===== config.mk =====
export PLATFORM = sky130hd
export DESIGN_NAME = cache_manage_unit_flat
export DESIGN_NICKNAME = d
export VERILOG_FILES = /design/src/rtl/cache_manage_unit_if.sv /design/src/rtl/cache_manage_unit.sv /design/src/flat_wrapper.sv
export SDC_FILE = /design/constraint.sdc
export NUM_CORES = 1
export LEC_CHECK = 0
export BUFFER_PORTS_ARGS = -buffer_cell sky130_fd_sc_hd__buf_2
export CORE_AREA = 4 4 125 127
export CTS_BUF_LIST = sky130_fd_sc_hd__clkbuf_8
export DETAILED_ROUTE_END_ITERATION = 8
export DIE_AREA = 0 0 129 131
export PLACE_DENSITY = 0.49
export SYNTH_ARGS = -nofsm -noshare
export SYNTH_HDL_FRONTEND = slang
export SYNTH_SLANG_ARGS = --single-unit

===== constraint.sdc =====
create_clock -name clk -period 1.6 [get_ports clk]
set_input_delay 0.16 -clock clk [delete_from_list [all_inputs] [get_ports clk]]
set_output_delay 0.16 -clock clk [all_outputs]
set_load 0.005 [all_outputs]

===== src/rtl/cache_manage_unit_if.sv =====
// Memory-side bus between the cache controller (master) and main memory (slave).
interface cache_manage_unit_if #(
  parameter int unsigned ADDR_BITS = 32,
  parameter int unsigned DATA_BITS = 32
);

  logic                 mem_cs_o;
  logic                 mem_we_o;
  logic [ADDR_BITS-1:0] mem_addr_o;
  logic [DATA_BITS-1:0] mem_data_o;
  logic [DATA_BITS-1:0] mem_data_i;
  logic                 mem_ack_i;

  modport master (
    output mem_cs_o,
    output mem_we_o,
    output mem_addr_o,
    output mem_data_o,
    input  mem_data_i,
    input  mem_ack_i
  );

  modport slave (
    input  mem_cs_o,
    input  mem_we_o,
    input  mem_addr_o,
    input  mem_data_o,
    output mem_data_i,
    output mem_ack_i
  );

endinterface


===== src/rtl/cache_manage_unit.sv =====
// Cache controller: sequences lookup, dirty-victim write-back and line refill
// for a 2-way set-associative array, and stalls the CPU until the access hits.
module cache_manage_unit #(
  parameter int unsigned ADDR_BITS           = 32,
  parameter int unsigned TAG_BITS            = 23,
  parameter int unsigned SET_INDEX_WIDTH     = 5,
  parameter int unsigned ELEMENT_WORDS_WIDTH = 2,
  parameter int unsigned WORD_BYTES_WIDTH    = 2
) (
  input  logic                 clk,
  input  logic                 rst,

  // CPU memory stage
  input  logic                 en_r,
  input  logic                 en_w,
  input  logic [2:0]           u_b_h_w,
  input  logic [ADDR_BITS-1:0] addr_rw,
  input  logic [31:0]          data_w,
  output logic [31:0]          data_r,
  output logic                 stall,

  // cache array
  output logic [ADDR_BITS-1:0] cache_addr,
  output logic                 cache_load,
  output logic                 cache_edit,
  output logic                 cache_store,
  output logic                 cache_invalid,
  output logic [2:0]           cache_u_b_h_w,
  output logic [31:0]          cache_din,
  input  logic                 cache_hit,
  input  logic [31:0]          cache_dout,
  input  logic                 cache_valid,
  input  logic                 cache_dirty,
  input  logic [TAG_BITS-1:0]  cache_tag,

  // main memory
  cache_manage_unit_if.master  mem
);

  localparam int unsigned INDEX_LSB = ELEMENT_WORDS_WIDTH + WORD_BYTES_WIDTH;
  localparam int unsigned TAG_LSB   = INDEX_LSB + SET_INDEX_WIDTH;

  // Line transfers always move whole words.
  localparam logic [2:0] WIDTH_WORD = 3'b010;
  localparam logic [ELEMENT_WORDS_WIDTH-1:0] LAST_WORD = '1;
  localparam logic [ELEMENT_WORDS_WIDTH-1:0] WORD_ONE  = ELEMENT_WORDS_WIDTH'(1);

  typedef enum logic [2:0] {
    S_IDLE     = 3'd0,
    S_LOOKUP   = 3'd1,
    S_PRE_BACK = 3'd2,
    S_BACK     = 3'd3,
    S_FILL     = 3'd4,
    S_WAIT     = 3'd5
  } state_t;

  state_t                         state;
  state_t                         state_nx;
  logic [ELEMENT_WORDS_WIDTH-1:0] word;
  logic [ELEMENT_WORDS_WIDTH-1:0] word_nx;
  logic [TAG_BITS-1:0]            vic_tag;
  logic [TAG_BITS-1:0]            vic_tag_nx;

  logic                           req_c;
  logic [SET_INDEX_WIDTH-1:0]     req_index;
  logic [TAG_BITS-1:0]            req_tag;
  logic [ADDR_BITS-1:0]           back_addr;
  logic [ADDR_BITS-1:0]           fill_addr;

  logic                           mem_cs_c;
  logic                           mem_we_c;
  logic [ADDR_BITS-1:0]           mem_addr_c;
  logic [31:0]                    mem_data_c;

  // Request decode and line-transfer word addresses
  assign req_c     = en_r | en_w;
  assign req_index = addr_rw[INDEX_LSB +: SET_INDEX_WIDTH];
  assign req_tag   = addr_rw[TAG_LSB +: TAG_BITS];
  assign back_addr = ADDR_BITS'({vic_tag, req_index, word, {WORD_BYTES_WIDTH{1'b0}}});
  assign fill_addr = ADDR_BITS'({req_tag, req_index, word, {WORD_BYTES_WIDTH{1'b0}}});

  // Invalidation is never requested by this controller.
  assign cache_invalid = 1'b0;

  assign mem.mem_cs_o   = mem_cs_c;
  assign mem.mem_we_o   = mem_we_c;
  assign mem.mem_addr_o = mem_addr_c;
  assign mem.mem_data_o = mem_data_c;

  // State register, line word counter and latched victim tag
  always_ff @(posedge clk) begin
    if (rst) begin
      state   <= S_IDLE;
      word    <= '0;
      vic_tag <= '0;
    end else begin
      state   <= state_nx;
      word    <= word_nx;
      vic_tag <= vic_tag_nx;
    end
  end

  // Next-state: lookup, optional write-back of 4 words, refill of 4 words, replay
  always_comb begin
    state_nx   = state;
    word_nx    = word;
    vic_tag_nx = vic_tag;
    unique case (state)
      S_IDLE: begin
        if (req_c) state_nx = S_LOOKUP;
      end
      S_LOOKUP: begin
        if (cache_hit) begin
          state_nx = S_IDLE;
        end else begin
          vic_tag_nx = cache_tag;
          word_nx    = '0;
          state_nx   = (cache_valid && cache_dirty) ? S_PRE_BACK : S_FILL;
        end
      end
      S_PRE_BACK: begin
        state_nx = S_BACK;
      end
      S_BACK: begin
        if (mem.mem_ack_i) begin
          if (word == LAST_WORD) begin
            word_nx  = '0;
            state_nx = S_FILL;
          end else begin
            word_nx  = word + WORD_ONE;
            state_nx = S_PRE_BACK;
          end
        end
      end
      S_FILL: begin
        if (mem.mem_ack_i) begin
          if (word == LAST_WORD) begin
            state_nx = S_WAIT;
          end else begin
            word_nx = word + WORD_ONE;
          end
        end
      end
      S_WAIT: begin
        state_nx = S_LOOKUP;
      end
      default: begin
        state_nx = S_IDLE;
      end
    endcase
  end

  // Outputs: array strobes, memory bus and CPU stall; everything low in reset
  always_comb begin
    data_r        = '0;
    stall         = 1'b0;
    cache_addr    = '0;
    cache_load    = 1'b0;
    cache_edit    = 1'b0;
    cache_store   = 1'b0;
    cache_u_b_h_w = '0;
    cache_din     = '0;
    mem_cs_c      = 1'b0;
    mem_we_c      = 1'b0;
    mem_addr_c    = '0;
    mem_data_c    = '0;
    if (!rst) begin
      unique case (state)
        S_IDLE: begin
          if (req_c) begin
            stall         = 1'b1;
            cache_addr    = addr_rw;
            cache_load    = en_r;
            cache_edit    = en_w;
            cache_din     = data_w;
            cache_u_b_h_w = u_b_h_w;
          end
        end
        S_LOOKUP: begin
          // A write hit was already applied by the array on the previous edge.
          if (cache_hit) data_r = cache_dout;
          else           stall  = 1'b1;
        end
        S_PRE_BACK: begin
          // Address the victim word so the array returns it on the next edge.
          stall         = 1'b1;
          cache_addr    = back_addr;
          cache_u_b_h_w = WIDTH_WORD;
        end
        S_BACK: begin
          // Keep the array address steady so cache_dout holds until the ack.
          stall         = 1'b1;
          cache_addr    = back_addr;
          cache_u_b_h_w = WIDTH_WORD;
          mem_cs_c      = 1'b1;
          mem_we_c      = 1'b1;
          mem_addr_c    = back_addr;
          mem_data_c    = cache_dout;
        end
        S_FILL: begin
          stall      = 1'b1;
          mem_cs_c   = 1'b1;
          mem_addr_c = fill_addr;
          // Store keeps the LRU way unchanged, so all 4 words land in one way.
          if (mem.mem_ack_i) begin
            cache_store   = 1'b1;
            cache_addr    = fill_addr;
            cache_din     = mem.mem_data_i;
            cache_u_b_h_w = WIDTH_WORD;
          end
        end
        S_WAIT: begin
          // Replay the original request against the freshly filled line.
          stall         = 1'b1;
          cache_addr    = addr_rw;
          cache_load    = en_r;
          cache_edit    = en_w;
          cache_din     = data_w;
          cache_u_b_h_w = u_b_h_w;
        end
        default: begin
          stall = 1'b1;
        end
      endcase
    end
  end

endmodule

===== src/flat_wrapper.sv =====
// flat-port wrapper written by rule: the top's interface ports become plain ports
module cache_manage_unit_flat 
#(
  parameter int unsigned ADDR_BITS           = 32,
  parameter int unsigned TAG_BITS            = 23,
  parameter int unsigned SET_INDEX_WIDTH     = 5,
  parameter int unsigned ELEMENT_WORDS_WIDTH = 2,
  parameter int unsigned WORD_BYTES_WIDTH    = 2
)
  (clk, rst, en_r, en_w, u_b_h_w, addr_rw, data_w, data_r, stall, cache_addr, cache_load, cache_edit, cache_store, cache_invalid, cache_u_b_h_w, cache_din, cache_hit, cache_dout, cache_valid, cache_dirty, cache_tag, mem_mem_cs_o, mem_mem_we_o, mem_mem_addr_o, mem_mem_data_o, mem_mem_data_i, mem_mem_ack_i);
  cache_manage_unit_if #(.ADDR_BITS(ADDR_BITS)) mem_i ();
  input  logic clk;
  input  logic rst;
  input  logic en_r;
  input  logic en_w;
  input  logic [2:0] u_b_h_w;
  input  logic [ADDR_BITS-1:0] addr_rw;
  input  logic [31:0] data_w;
  output logic [31:0] data_r;
  output logic stall;
  output logic [ADDR_BITS-1:0] cache_addr;
  output logic cache_load;
  output logic cache_edit;
  output logic cache_store;
  output logic cache_invalid;
  output logic [2:0] cache_u_b_h_w;
  output logic [31:0] cache_din;
  input  logic cache_hit;
  input  logic [31:0] cache_dout;
  input  logic cache_valid;
  input  logic cache_dirty;
  input  logic [TAG_BITS-1:0] cache_tag;
  output wire logic [$bits(mem_i.mem_cs_o)-1:0] mem_mem_cs_o;
  output wire logic [$bits(mem_i.mem_we_o)-1:0] mem_mem_we_o;
  output wire logic [$bits(mem_i.mem_addr_o)-1:0] mem_mem_addr_o;
  output wire logic [$bits(mem_i.mem_data_o)-1:0] mem_mem_data_o;
  input wire logic [$bits(mem_i.mem_data_i)-1:0] mem_mem_data_i;
  input wire logic [$bits(mem_i.mem_ack_i)-1:0] mem_mem_ack_i;
  assign mem_mem_cs_o = mem_i.mem_cs_o;
  assign mem_mem_we_o = mem_i.mem_we_o;
  assign mem_mem_addr_o = mem_i.mem_addr_o;
  assign mem_mem_data_o = mem_i.mem_data_o;
  assign mem_i.mem_data_i = mem_mem_data_i;
  assign mem_i.mem_ack_i = mem_mem_ack_i;
  cache_manage_unit #(.ADDR_BITS(ADDR_BITS), .TAG_BITS(TAG_BITS), .SET_INDEX_WIDTH(SET_INDEX_WIDTH), .ELEMENT_WORDS_WIDTH(ELEMENT_WORDS_WIDTH), .WORD_BYTES_WIDTH(WORD_BYTES_WIDTH)) u_core (.clk(clk), .rst(rst), .en_r(en_r), .en_w(en_w), .u_b_h_w(u_b_h_w), .addr_rw(addr_rw), .data_w(data_w), .data_r(data_r), .stall(stall), .cache_addr(cache_addr), .cache_load(cache_load), .cache_edit(cache_edit), .cache_store(cache_store), .cache_invalid(cache_invalid), .cache_u_b_h_w(cache_u_b_h_w), .cache_din(cache_din), .cache_hit(cache_hit), .cache_dout(cache_dout), .cache_valid(cache_valid), .cache_dirty(cache_dirty), .cache_tag(cache_tag), .mem(mem_i));
endmodule

Word-level counts from Yosys, hierarchy flattened:

Index checks and enable logic that the tools add are counted.

* output and inout bits: 170
* input port bits: 162
* bits in registers: 28

* mux-type cells: 50
* equality and inequality tests: 12
* add/subtract/negate cells: 1
* bitwise logic cells: 2
* reductions and logical operators: 8

Operators by type and width (number)
* 32-bit 2-to-1 mux: 12
* 32-bit case mux with 4 select lines: 1
* 32-bit case mux with 3 select lines: 1
* 32-bit case mux with 2 select lines: 1
* 3-bit 2-to-1 mux: 9
* 3-bit case mux with 6 select lines: 1
* 1-bit 2-to-1 mux: 14
* 2-bit 2-to-1 mux: 6
* 3-bit case mux with 4 select lines: 1
* 2-bit inequality test, second input constant: 4
* 3-bit by 2-bit equality test with 1-bit output, second input constant: 2
* 3-bit equality test, second input constant: 2
* 1-bit case mux with 2 select lines: 3
* 2-bit case mux with 3 select lines: 1
* 5-bit AND reduction: 1
* 2-bit by 1-bit inequality test with 1-bit output, second input constant: 2
* 4-bit AND reduction: 1
* 2-bit OR reduction: 2
* 3-bit by 1-bit equality test with 1-bit output, second input constant: 1
* 3-bit zero test: 1
* 3-bit nonzero test: 1
* 2-bit by 1-bit adder with 2-bit output, second input constant: 1
* 2-bit equality test, second input constant: 1
* 2-bit AND reduction: 1
* other kinds (3): 3

Longest topological paths before layout:

Gate-level depths: netlist of run 1.

* depth after elaboration: 4
* mapped depth: 7
* mapped depth without buffers: 5

Least setup slack after synthesis of run 1:

OpenSTA, ideal clock, no wires.

* path kind: flip-flop to output port
* start point: register u_core.state[2]
* end point: output port cache_addr[11]
* buffers on the path: 4
* arrival: 1371 ps
* slack: 69 ps
* cell stages (with the launch flop): 8
* required time: 1440 ps
* path through: dfxtp_1 -> buf_2 -> nand2b_1 -> buf_2 -> and3_1 -> buf_2 -> buf_2 -> a22o_1

* word-level cells in the longest chain between the ends: 4
* elaborated cells on any way between the ends: 8
* those cells by class: 4 x eq/ne; 2 x mux; 2 x reduce/logical

RTL lines
* start, declared: RTL line cache_manage_unit.sv:57 `state_t state;`
* start signal, assigned: RTL line cache_manage_unit.sv:97 `state <= state_nx;`
* 3-bit by 2-bit equality test with 1-bit output: RTL line cache_manage_unit.sv:168 `unique case (state)`
* 2-bit OR reduction (no line)
* 32-bit case mux with 4 select lines (*): RTL line cache_manage_unit.sv:168
* 32-bit 2-to-1 mux (*): RTL line cache_manage_unit.sv:167 `if (!rst) begin`
* end, declared: RTL line flat_wrapper.sv:21 `output logic [ADDR_BITS-1:0] cache_addr;`

Mark *: on every way between the ends. The rest lies on a longest branch, timed or not.

Final worst setup path of run 1:

* start point: register u_core.state[1]
* end point: output port cache_din[27]

* word-level cells in the longest chain between the ends: 3
* elaborated cells on any way between the ends: 5
* those cells by class: 2 x eq/ne; 2 x mux; 1 x reduce/logical

RTL lines
* 3-bit equality test or 3-bit zero test (tied branches): RTL line cache_manage_unit.sv:168
* 32-bit case mux with 3 select lines (*): RTL line cache_manage_unit.sv:168
* 32-bit 2-to-1 mux (*): RTL line cache_manage_unit.sv:167
* end, declared: RTL line flat_wrapper.sv:27 `output logic [31:0] cache_din;`

Marks and branches as above.

==> results of run 1 <==
[cells by family after synthesis]
group                    after synthesis
AO/OA/AOI/OAI                        132
adder cells (fa/ha/maj)                1
buffers and inverters                 51
flip-flops                            28
multiplexers                           1
other                                  1
AND/OR/NAND/NOR                      166
[state kept, by name, summed over array words and instances (netlist names)]
signal and cells:
u_core.state 3, u_core.vic_tag 23, u_core.word 2
[path summary, 6_finish.rpt]
| path | startpoint | endpoint | slack (ps) | cells after the start |
|---|---|---|---|---|
| setup / recovery | u_core.state[1] | cache_din[27] | -230 | 6 |
| hold / removal | cache_tag[19] | u_core.vic_tag[19] | 100 | 3 |
| setup reg to reg | u_core.state[1] | u_core.word[0] | -10 | 6 |
| hold reg to reg | u_core.vic_tag[0] | u_core.vic_tag[0] | 490 | 2 |
[final cells by class]
class / count / area share (%)
clock inverters: 1 / 0.508
diodes: 2 / 0.0846
repair buffers: 406 / 47.5
flip-flops and latches: 28 / 9.62
inverters: 9 / 0.571
well taps: 184 / 3.89
clock buffers: 3 / 0.698
multi-input cells: 303 / 37.2
[worst register-to-register path: stages (launching register included)]
cell and delay [ps]:
dfxtp_4 380, buf_12 150, nor3b_4 270, buf_4 170
nand3b_1 140, and4b_1 220, a31o_1 170
[metrics by stage]
step                      hold slack, ps  TNS, ps  util (%)
after global routing                92.5   -41640      41.0
after global placement               404    -1650      33.5
after CTS                           92.9   -27410      35.6
after detailed placement             408    -3340      33.5
after floorplan                      296        0         -
final                               98.3   -27930      41.0
[metal layers]
layer	vias up	track usage (%)	share of wire, %
li1	2107	-	-
met1	2040	17.7	39
met2	201	28.4	52
met3	12	3.54	7.5
met4	2	2.96	0.98
met5	-	0	0.041
[power by group]
group / internal, mW / switching [mW] / total [mW]
Combinational: 0.818 / 0.654 / 1.47
Clock: 0.335 / 0.243 / 0.579
Sequential: 0.738 / 0.0427 / 0.781
Total: 1.89 / 0.940 / 2.83
[what timing repair did]
action	4_1_cts	5_1_grt
endpoints found under the hold margin	0	0
resized for setup	41	100
setup buffers	10	13
gates cloned	2	15
pin swaps	12	76
endpoints found under the setup margin	192	173
[placed cells by master, fill, tap and decap left out, types with 2 or more instances in the layout]
cell       instances
buf_6             70
clkbuf_8           3
clkbuf_16          8
a21oi_1           26
and2_1            28
dfxtp_1           25
and3_1             3
nor3_2             3
nor3_4             2
buf_4             35
nand2b_4           2
inv_1              8
o21ai_0            2
conb_1             3
and2_4            40
a32oi_1            3
o21ai_1            5
diode_2            2
a21oi_2            2
nor4_4             2
buf_2            287
dfxtp_4            2
nand3b_1           2
a22o_1            78
a31o_1             2
and3_4             2
buf_12             6
nor2b_1            2
nor3_1             6
nand2_1           49
a21oi_4            2
o21ai_2            2
and4_1             2
nor2_1            13
==> summary.md, run 1 <==
| Metric | Value |
|---|---|
| Status | finished, violations left |
| Failing checks | negative setup slack |
| Crit path time final | about 1800 ps |
| Cell family with most CP delay | buffers and inverters |
| DRT antenna net count | 0 |
| Syn Std Cell Area | 2770 um^2 |
| Ys async rst share | 0% |
| Routed WL | 17000 um |
| Chip Height | 131 um |
| Leak pwr | 3.15 nW |
| Core area | 14400 um^2 |
| Adder-Cell Fraction of Synth Area | 0.452% |
| Type of origin of the critical path | flip-flop |
| Share of layout cells above drive strength 1 | 64.0% |
| Grt ovf | 0 |
| Final setup fails | approximately 160 |
| Total placed cells including tap cells | 893 |
| Largest net degree at the start of global routing | 45 |
| PwrDens | 478 nW/um^2 |
| Maximum clock rate | 547 MHz |
| Worst-path clk slew | 110 ps |
| Largest family of logic cells by synthesized area | compound AO/OA/AOI/OAI gates |
| Area after DPL | 4830 um^2 |
| Synth cell count leaders | a22o_1, and2_1, nand2_1, a21oi_1, dfxtp_1 |
| Number of enable flip-flop cells after synthesis | 0 |
| Post-synthesis xor/xnor area fraction | 0% |
| Unrepaired setup endpoints after global routing | yes |
| Die area | 16900 um^2 |
| Cell count after synthesis | 380 |
| First drt pass iteration count | 4 |
| Crit-path cells | buf_12 -> nor4_4 -> buf_6 -> clkbuf_16 -> a22o_1 -> buf_2 |
| Maximum capacitance violations | 0 |
| Row count | 44 |
| # IOs | 332 |
| Synth cell types | 42 |
| Simple-Gate Fraction of Synth Area | between 30% and 40% |
| Avg Cell Area, Syn | 7.29 um^2 |
| Setup CP Type | flip-flop to primary output |
| Top-area cell type share of the netlist area | 24.7% |
| Final non-filler cell total | 936 |
| Most frequent cell after synthesis | a22o_1 |
| Worst path required time | 1440 ps |
| First-pass GRT wire length | 20600 um |
| Vias in the first global route | 3770 |
| Dominant cell type by area after synthesis | a22o_1 |
| Die Span X | 129 um |
| Max-slew violations | 0 |
| Clock sink total | 28 |
| TritonCTS clock tree | built |
| Vias per cell | 4.66 |
| Synth Area in Compound Gates | 36.4% |
| Finished Cell Area | about 5900 um^2 |
| Crit path arrival time | 1670 ps |
| Root Driver | clkbuf_8 |
| Filler instances | between 1000 and 1500 |
| DR vias | 4362 |
| Yosys warns | 0 |
| Sequential area share after synthesis | 20.2% |
| Port bufs | approximately 330 |
| H-tree depth | 1 |
| Nets | between 900 and 1000 |
| Post-Place Setup Slack | -56.8 ps |
| Clock Skew | 8.90 ps |
| Antenna violations before repair | 3 |
| Mux cell area share after synthesis | 0.361% |
| Hold Path Class | primary input to flip-flop |
| DRC | 0 |
| Max incr delay on CP | 380 ps |
| Clock Latency Late Sink | 280 ps |
| Fin crit share | 114% |
| Tot Pwr | roughly 2.8 mW |
| Dpl hpwl | 12100 um |
| Synth Flop Type | dfxtp_1 |
| Inserted Clock Buffers | 3 |
| Gpl congestion | 0.848 |
| Post-DR wirelength/cell | approximately 18 um |
| Area growth, synth to finish | 114% |
| Cts hold-fix bufs | 0 |
| Critical Path Fanout Max | 8 |
| Peak VDD IR | 0.000300 V |
| #FFs+latches synth | 28 |
| Starting DRC count in detailed routing | 247 |
| CP max-delay cell | dfxtp_4 |
| Fin worst setup slack | -227 ps |
| Initial core utilization | 19.2% |
| Multi-input combinational cell area | 2200 um^2 |
| Sequential Area | 569 um^2 |
| Worst setup EP type | primary output |
| Endpoints failing hold | 0 |
| Max clock buf depth | 2 |
| Worst path bufs/invs | 4 |
| GRT Total Usage | 15.2% |
| Top cells by area, synth | a22o_1, dfxtp_1, and2_1 |
(Power assumes the default switching activity.)
==> run 2, diff against run 1 <==
--- a/config.mk
+++ b/config.mk
@@ -10,6 +10,7 @@
 export CTS_BUF_LIST = sky130_fd_sc_hd__clkbuf_8
 export DETAILED_ROUTE_END_ITERATION = 8
 export DIE_AREA = 0 0 129 131
+export GPL_TIMING_DRIVEN = 0
 export PLACE_DENSITY = 0.49
 export SYNTH_ARGS = -nofsm -noshare
 export SYNTH_HDL_FRONTEND = slang
==> run 2 against run 1 <==
  * The run still ends with negative setup slack left
  * Largest power group unchanged
  * Fmax down 3.9%
  * Critical path depth up 2
  * Via count grew 2.4%
  * Hold slack worse by 9.2 ps
  * Design area up 8.4%
  * Critical endpoint is now mem_mem_addr_o[13]
  * Wire length increased by 4.2%
==> summary.md, run 2 (same netlist as run 1, synthesis figures left out) <==
| Metric | Value |
|---|---|
| Met3 Use GR | 2.85% |
| Die Span X | roughly 130 um |
| DRT antenna net count | 0 |
| Fin crit share | 119% |
| Starting DRC count in detailed routing | 233 |
| Commonest non-fill, non-tap cell in the layout | buf_2 |
| Chip Height | around 130 um |
| Routed WL | ~18000 um |
| Setup CP Type | flip-flop to primary output |
| GRT Total Usage | 18.2% |
| Max clock buf depth | 2 |
| Unrepaired setup endpoints after global routing | yes |
| Share of layout cells above drive strength 1 | 70.5% |
| Clock Skew | 3.73 ps |
| TritonCTS clock tree | built |
| Crit path time final | 1900 ps |
| Port bufs | 327 |
| Tot Pwr | 2.96 mW |
| # IOs | 332 |
| Met2 Use GR | 33.4% |
| Max-slew violations | 0 |
| Max reg flops | 23 |
| Die area | roughly 17000 um^2 |
| Worst path required time | between 1000 and 1500 ps |
| Worst setup EP type | primary output |
| Multi-input combinational cell area | approximately 2400 um^2 |
| DRC | 0 |
| Dpl hpwl | between 10000 and 15000 um |
| Antenna violations before repair | 2 |
| Row count | 44 |
| Area after DPL | 4640 um^2 |
| Core area | between 10000 and 15000 um^2 |
| Filler instances | 1463 |
| Top flop regs | u_core.vic_tag x23, u_core.state x3, u_core.word x2 |
| Post-DR wirelength/cell | 18.6 um |
| Failing checks | negative setup slack |
| Fin util | between 40% and 50% |
| Type of origin of the critical path | flip-flop |
| Maximum capacitance violations | 0 |
| Status | finished, violations left |
| Fin worst setup slack | -301 ps |
| Worst-path clk slew | 110 ps |
| Area growth, synth to finish | 132% |
| Rel. slew slack | 56.9% |
| First-pass GRT wire length | 24300 um |
| Clock sink total | 28 |
| DR vias | 4465 |
| H-tree depth | 1 |
| Maximum clock rate | 526 MHz |
| First drt pass iteration count | 4 |
| Sequential Area | 572 um^2 |
| Post-Place Setup Slack | -580 ps |
| Nets | 930 |
| Worst hold path depth | 3 |
| Vias in the first global route | ~4200 |
| Largest Register | u_core.vic_tag |
| Final setup fails | 187 |
| Peak VDD IR | 0.000291 V |
| Met1 usage | 22.4% |
| Root Driver | clkbuf_8 |
| Vias per cell | 4.69 |
| Grt ovf | 0 |
| Commonest non-fill, non-tap cells in the layout | buf_2, buf_6, a22o_1 |
| Initial core utilization | 19.2% |
| Finished Cell Area | 6420 um^2 |
| Actual slew at the worst max-slew pin | 646 ps |
| Hold Path Class | primary input to flip-flop |
| Inserted Clock Buffers | 3 |
| Clock Latency Late Sink | around 300 ps |
| PwrDens | approximately 460 nW/um^2 |
| Gr busiest metal | met2 |
| Leak pwr | 3.31 nW |
| Critical Path Fanout Max | 10 |
| Gpl congestion | around 0.86 |
| Largest net degree at the start of global routing | 17 |
| Crit path arrival time | 1740 ps |
| Endpoints failing hold | 0 |
| R2r worst-path depth | 7 |
==> run 2: metrics by stage <==
step                      setup TNS, ps  cells  hold WS (ps)
after floorplan                       0    382           296
after global placement           -66590    893           406
after detailed placement         -65410    893           409
after CTS                        -47800    940          73.1
after global routing             -55470    952          86.4
final                            -42170    952          89.2
==> run 2: metal layers <==
layer | share of wire [%] | vias to the layer above
met5 | 0 | -
met4 | 1.9 | 0
met3 | 7.5 | 23
met2 | 52 | 207
met1 | 38 | 2096
li1 | - | 2139
==> run 2: final timing paths <==
kind	startpoint	endpoint	slack (ps)
max	u_core.state[2]	mem_mem_addr_o[13]	-300
min	cache_tag[1]	u_core.vic_tag[1]	90
max reg2reg	u_core.state[0]	u_core.word[0]	-130
min reg2reg	u_core.vic_tag[18]	u_core.vic_tag[18]	490
==> run 2: area by class of cell <==
cell class                 count  area share, %
clock inverter                 1          0.468
buffer                        38           6.94
clock buffer                   3          0.644
sequential                    28           8.91
inverter                       9          0.527
tap                          184           3.59
antenna                        2         0.0780
timing repair buffer         384           41.3
multi-input combinational    303           37.5
==> run 2: power breakdown <==
group | switching [mW] | internal [mW]
sequential | 0.0478 | 0.738
clock | 0.266 | 0.337
combinational | 0.704 | 0.872
==> run 2: critical path, stage by stage (launching register included) <==
cell,delay [ps]
dfxtp_4,390
buf_6,120
nand2b_4,70
buf_4,150
nor3_4,170
buf_4,150
clkbuf_8,150
a22o_1,130
buf_2,110
==> run 2: timing repair <==
| action | in CTS | in global routing |
|---|---|---|
| setup buffers | 33 | 13 |
| pin swaps | 94 | 47 |
| setup endpoints to repair | 188 | 194 |
| cloned | 12 | 2 |
| hold buffers | 0 | 0 |
| resized for setup | 179 | 135 |
==> run 3, diff against run 2 <==
--- a/config.mk
+++ b/config.mk
@@ -7,11 +7,11 @@
 export LEC_CHECK = 0
 export BUFFER_PORTS_ARGS = -buffer_cell sky130_fd_sc_hd__buf_2
 export CORE_AREA = 4 4 125 127
-export CTS_BUF_LIST = sky130_fd_sc_hd__clkbuf_8
 export DETAILED_ROUTE_END_ITERATION = 8
 export DIE_AREA = 0 0 129 131
 export GPL_TIMING_DRIVEN = 0
 export PLACE_DENSITY = 0.49
+export SLEW_MARGIN = 20
 export SYNTH_ARGS = -nofsm -noshare
 export SYNTH_HDL_FRONTEND = slang
 export SYNTH_SLANG_ARGS = --single-unit
==> run 3 against run 2 <==
  * Largest power group unchanged
  * Sequential share of layout area hardly changed
  * Design area increased by 0.31%
  * Non-clock buffer count shrank 7
  * Utilization increased by 0.14 points
  * Setup slack gained 28 ps
  * Critical path depth is 1 lower
  * The flow still finishes with violations (negative setup slack)
  * Count of clock-buffer cells in the layout unchanged
  * Highest routed layer unchanged
  * Combinational power hardly changed
  * Hold slack improved by 37 ps
  * Power up 5.3%
  * Clock skew is essentially flat
==> summary.md, run 3 (same netlist as run 1, synthesis figures left out) <==
| Metric | Value |
|---|---|
| Status | finished, violations left |
| Failing checks | negative setup slack |
| Nets | roughly 920 |
| Port bufs | 327 |
| Dpl hpwl | 13000 um |
| Setup CP Type | flip-flop to primary output |
| Sequential Area | approximately 570 um^2 |
| Crit path arrival time | 1710 ps |
| # IOs | 332 |
| Fin crit share | 117% |
| Final setup fails | 187 |
| Routed WL | 17400 um |
| Inserted Clock Buffers | 3 |
| GRT Total Usage | between 10% and 20% |
| Largest net degree at the start of global routing | 17 |
| Vias per cell | 4.67 |
| Critical Path Fanout Max | 6 |
| Actual slew at the worst max-slew pin | 813 ps |
| Row count | 44 |
| Chip Height | 131 um |
| Commonest non-fill, non-tap cell in the layout | buf_2 |
| Post-DR wirelength/cell | about 18 um |
| Clock Skew | 3.39 ps |
| Crit-path cells | buf_6 -> o21ai_2 -> o21ai_2 -> and3_4 -> buf_8 -> a22o_1 -> buf_2 |
| Root Driver | clkbuf_16 |
| TritonCTS clock tree | built |
| Vias in the first global route | 4100 |
| Most used cell, CP | o21ai_2 |
| Largest Register | u_core.vic_tag |
| Maximum clock rate | 534 MHz |
| Filler instances | roughly 1500 |
| Type of origin of the critical path | flip-flop |
| Worst path bufs/invs | 3 |
| Max-slew violations | 0 |
| Clock sink total | 28 |
| Hold Path Class | primary input to flip-flop |
| Worst path required time | roughly 1400 ps |
| Cts hold-fix bufs | 0 |
| Die Span X | 129 um |
| Multi-input combinational cell area | 2510 um^2 |
| Gpl congestion | 0.863 |
| Unrepaired setup endpoints after global routing | yes |
| Starting DRC count in detailed routing | 193 |
| Peak VDD IR | 0.000370 V |
| Initial core utilization | around a fifth |
| Die area | 16900 um^2 |
| First-pass GRT wire length | 23500 um |
| Grt ovf | 0 |
| Leak pwr | 3.31 nW |
| H-tree depth | 1 |
| Final non-filler cell total | 945 |
| Maximum capacitance violations | 0 |
| Worst-path clk slew | roughly 80 ps |
| Max clock buf depth | 2 |
| Max incr delay on CP | 370 ps |
| DRT antenna net count | 0 |
| Max reg flops | 23 |
| CP max-delay cell | dfxtp_4 |
| Share of layout cells above drive strength 1 | between 70 and 80% |
| Worst setup EP type | primary output |
| Clock Latency Late Sink | 270 ps |
| Core area | 14400 um^2 |
| PwrDens | roughly 480 nW/um^2 |
| First drt pass iteration count | 4 |
| DR vias | 4410 |
| Rel. slew slack | between 40% and 50% |
| Post-Place Setup Slack | -580 ps |
| Total placed cells including tap cells | 893 |
| Fin worst setup slack | -274 ps |
| Commonest non-fill, non-tap cells in the layout | buf_2, buf_6, a22o_1 |
| Top flop regs | u_core.vic_tag x23, u_core.state x3, u_core.word x2 |
| Antenna violations before repair | 2 |
| Fin util | about 45% |
| Area growth, synth to finish | 132% |
| Cell family with most CP delay | buffers and inverters |
| Endpoints failing hold | 0 |
| TNS Setup | -32130 ps |
| Crit path time final | 1870 ps |
| DRC | 0 |
[run 3: changes by cell type in the layout (fill, tap and decap cells not counted), sizes merged]
| cell | delta |
|---|---|
| buf | -5 |
| clkbuf | -2 |
[run 3: per-layer routing]
layer | vias to the layer above | wire length (um) | GRT usage (%) | part of all wire, %
li1 | 2129 | - | - | -
met1 | 2073 | 6780 | 22.1 | 39
met2 | 187 | 9130 | 31.7 | 53
met3 | 21 | 1160 | 2.89 | 6.7
met4 | 0 | 310 | 3.77 | 1.8
met5 | - | 0 | 0 | 0
[run 3: through the flow]
stage / instance area (um^2) / power [mW] / hold slack, ps
after detailed placement: 4640 / 1.86 / 409
final: 6440 / 3.12 / 126
after floorplan: 2780 / 1.31 / 296
after global placement: 4640 / 1.86 / 406
after global routing: 6440 / 3.31 / 136
after CTS: 5640 / 2.94 / 116
[run 3: area by class of cell]
class                      count  share of cell area, %
sequential                    28                   8.88
tap                          184                   3.58
clock inverter                 1                  0.467
antenna                        2                 0.0778
clock buffer                   3                   1.17
timing repair buffer         379                   39.8
inverter                       9                  0.642
multi-input combinational    303                   39.0
buffer                        36                   6.45
[run 3: worst paths after layout]
path | slack (ps) | depth (start not counted) | from | end
worst max register to register | -110 | 7 | u_core.state[0] | u_core.vic_tag[8]
worst min-delay path | 130 | 3 | cache_tag[13] | u_core.vic_tag[13]
worst max-delay path | -270 | 7 | u_core.state[0] | cache_addr[22]
worst min register to register | 490 | 2 | u_core.vic_tag[9] | u_core.vic_tag[9]
[run 3: power breakdown]
| part | leakage [nW] | internal, mW | total (mW) | switching [mW] |
|---|---|---|---|---|
| Sequential | 0.230 | 0.737 | 0.796 | 0.0591 |
| Combinational | 3.03 | 0.848 | 1.55 | 0.703 |
| Clock | 0.0511 | 0.500 | 0.773 | 0.274 |
[run 3: worst min-delay path, delay by kind of cell]
kind / cells / cell delay, ps
buffers and inverters: 1 / 90
AO/OA/AOI/OAI: 1 / 50
AND/OR/NAND/NOR: 1 / 50
[run 3: repair_timing]
action,in CTS,in global routing
buffers inserted,26,15
cloned,9,4
pin swaps,80,78
resized for setup,150,185
setup endpoints to repair,188,192
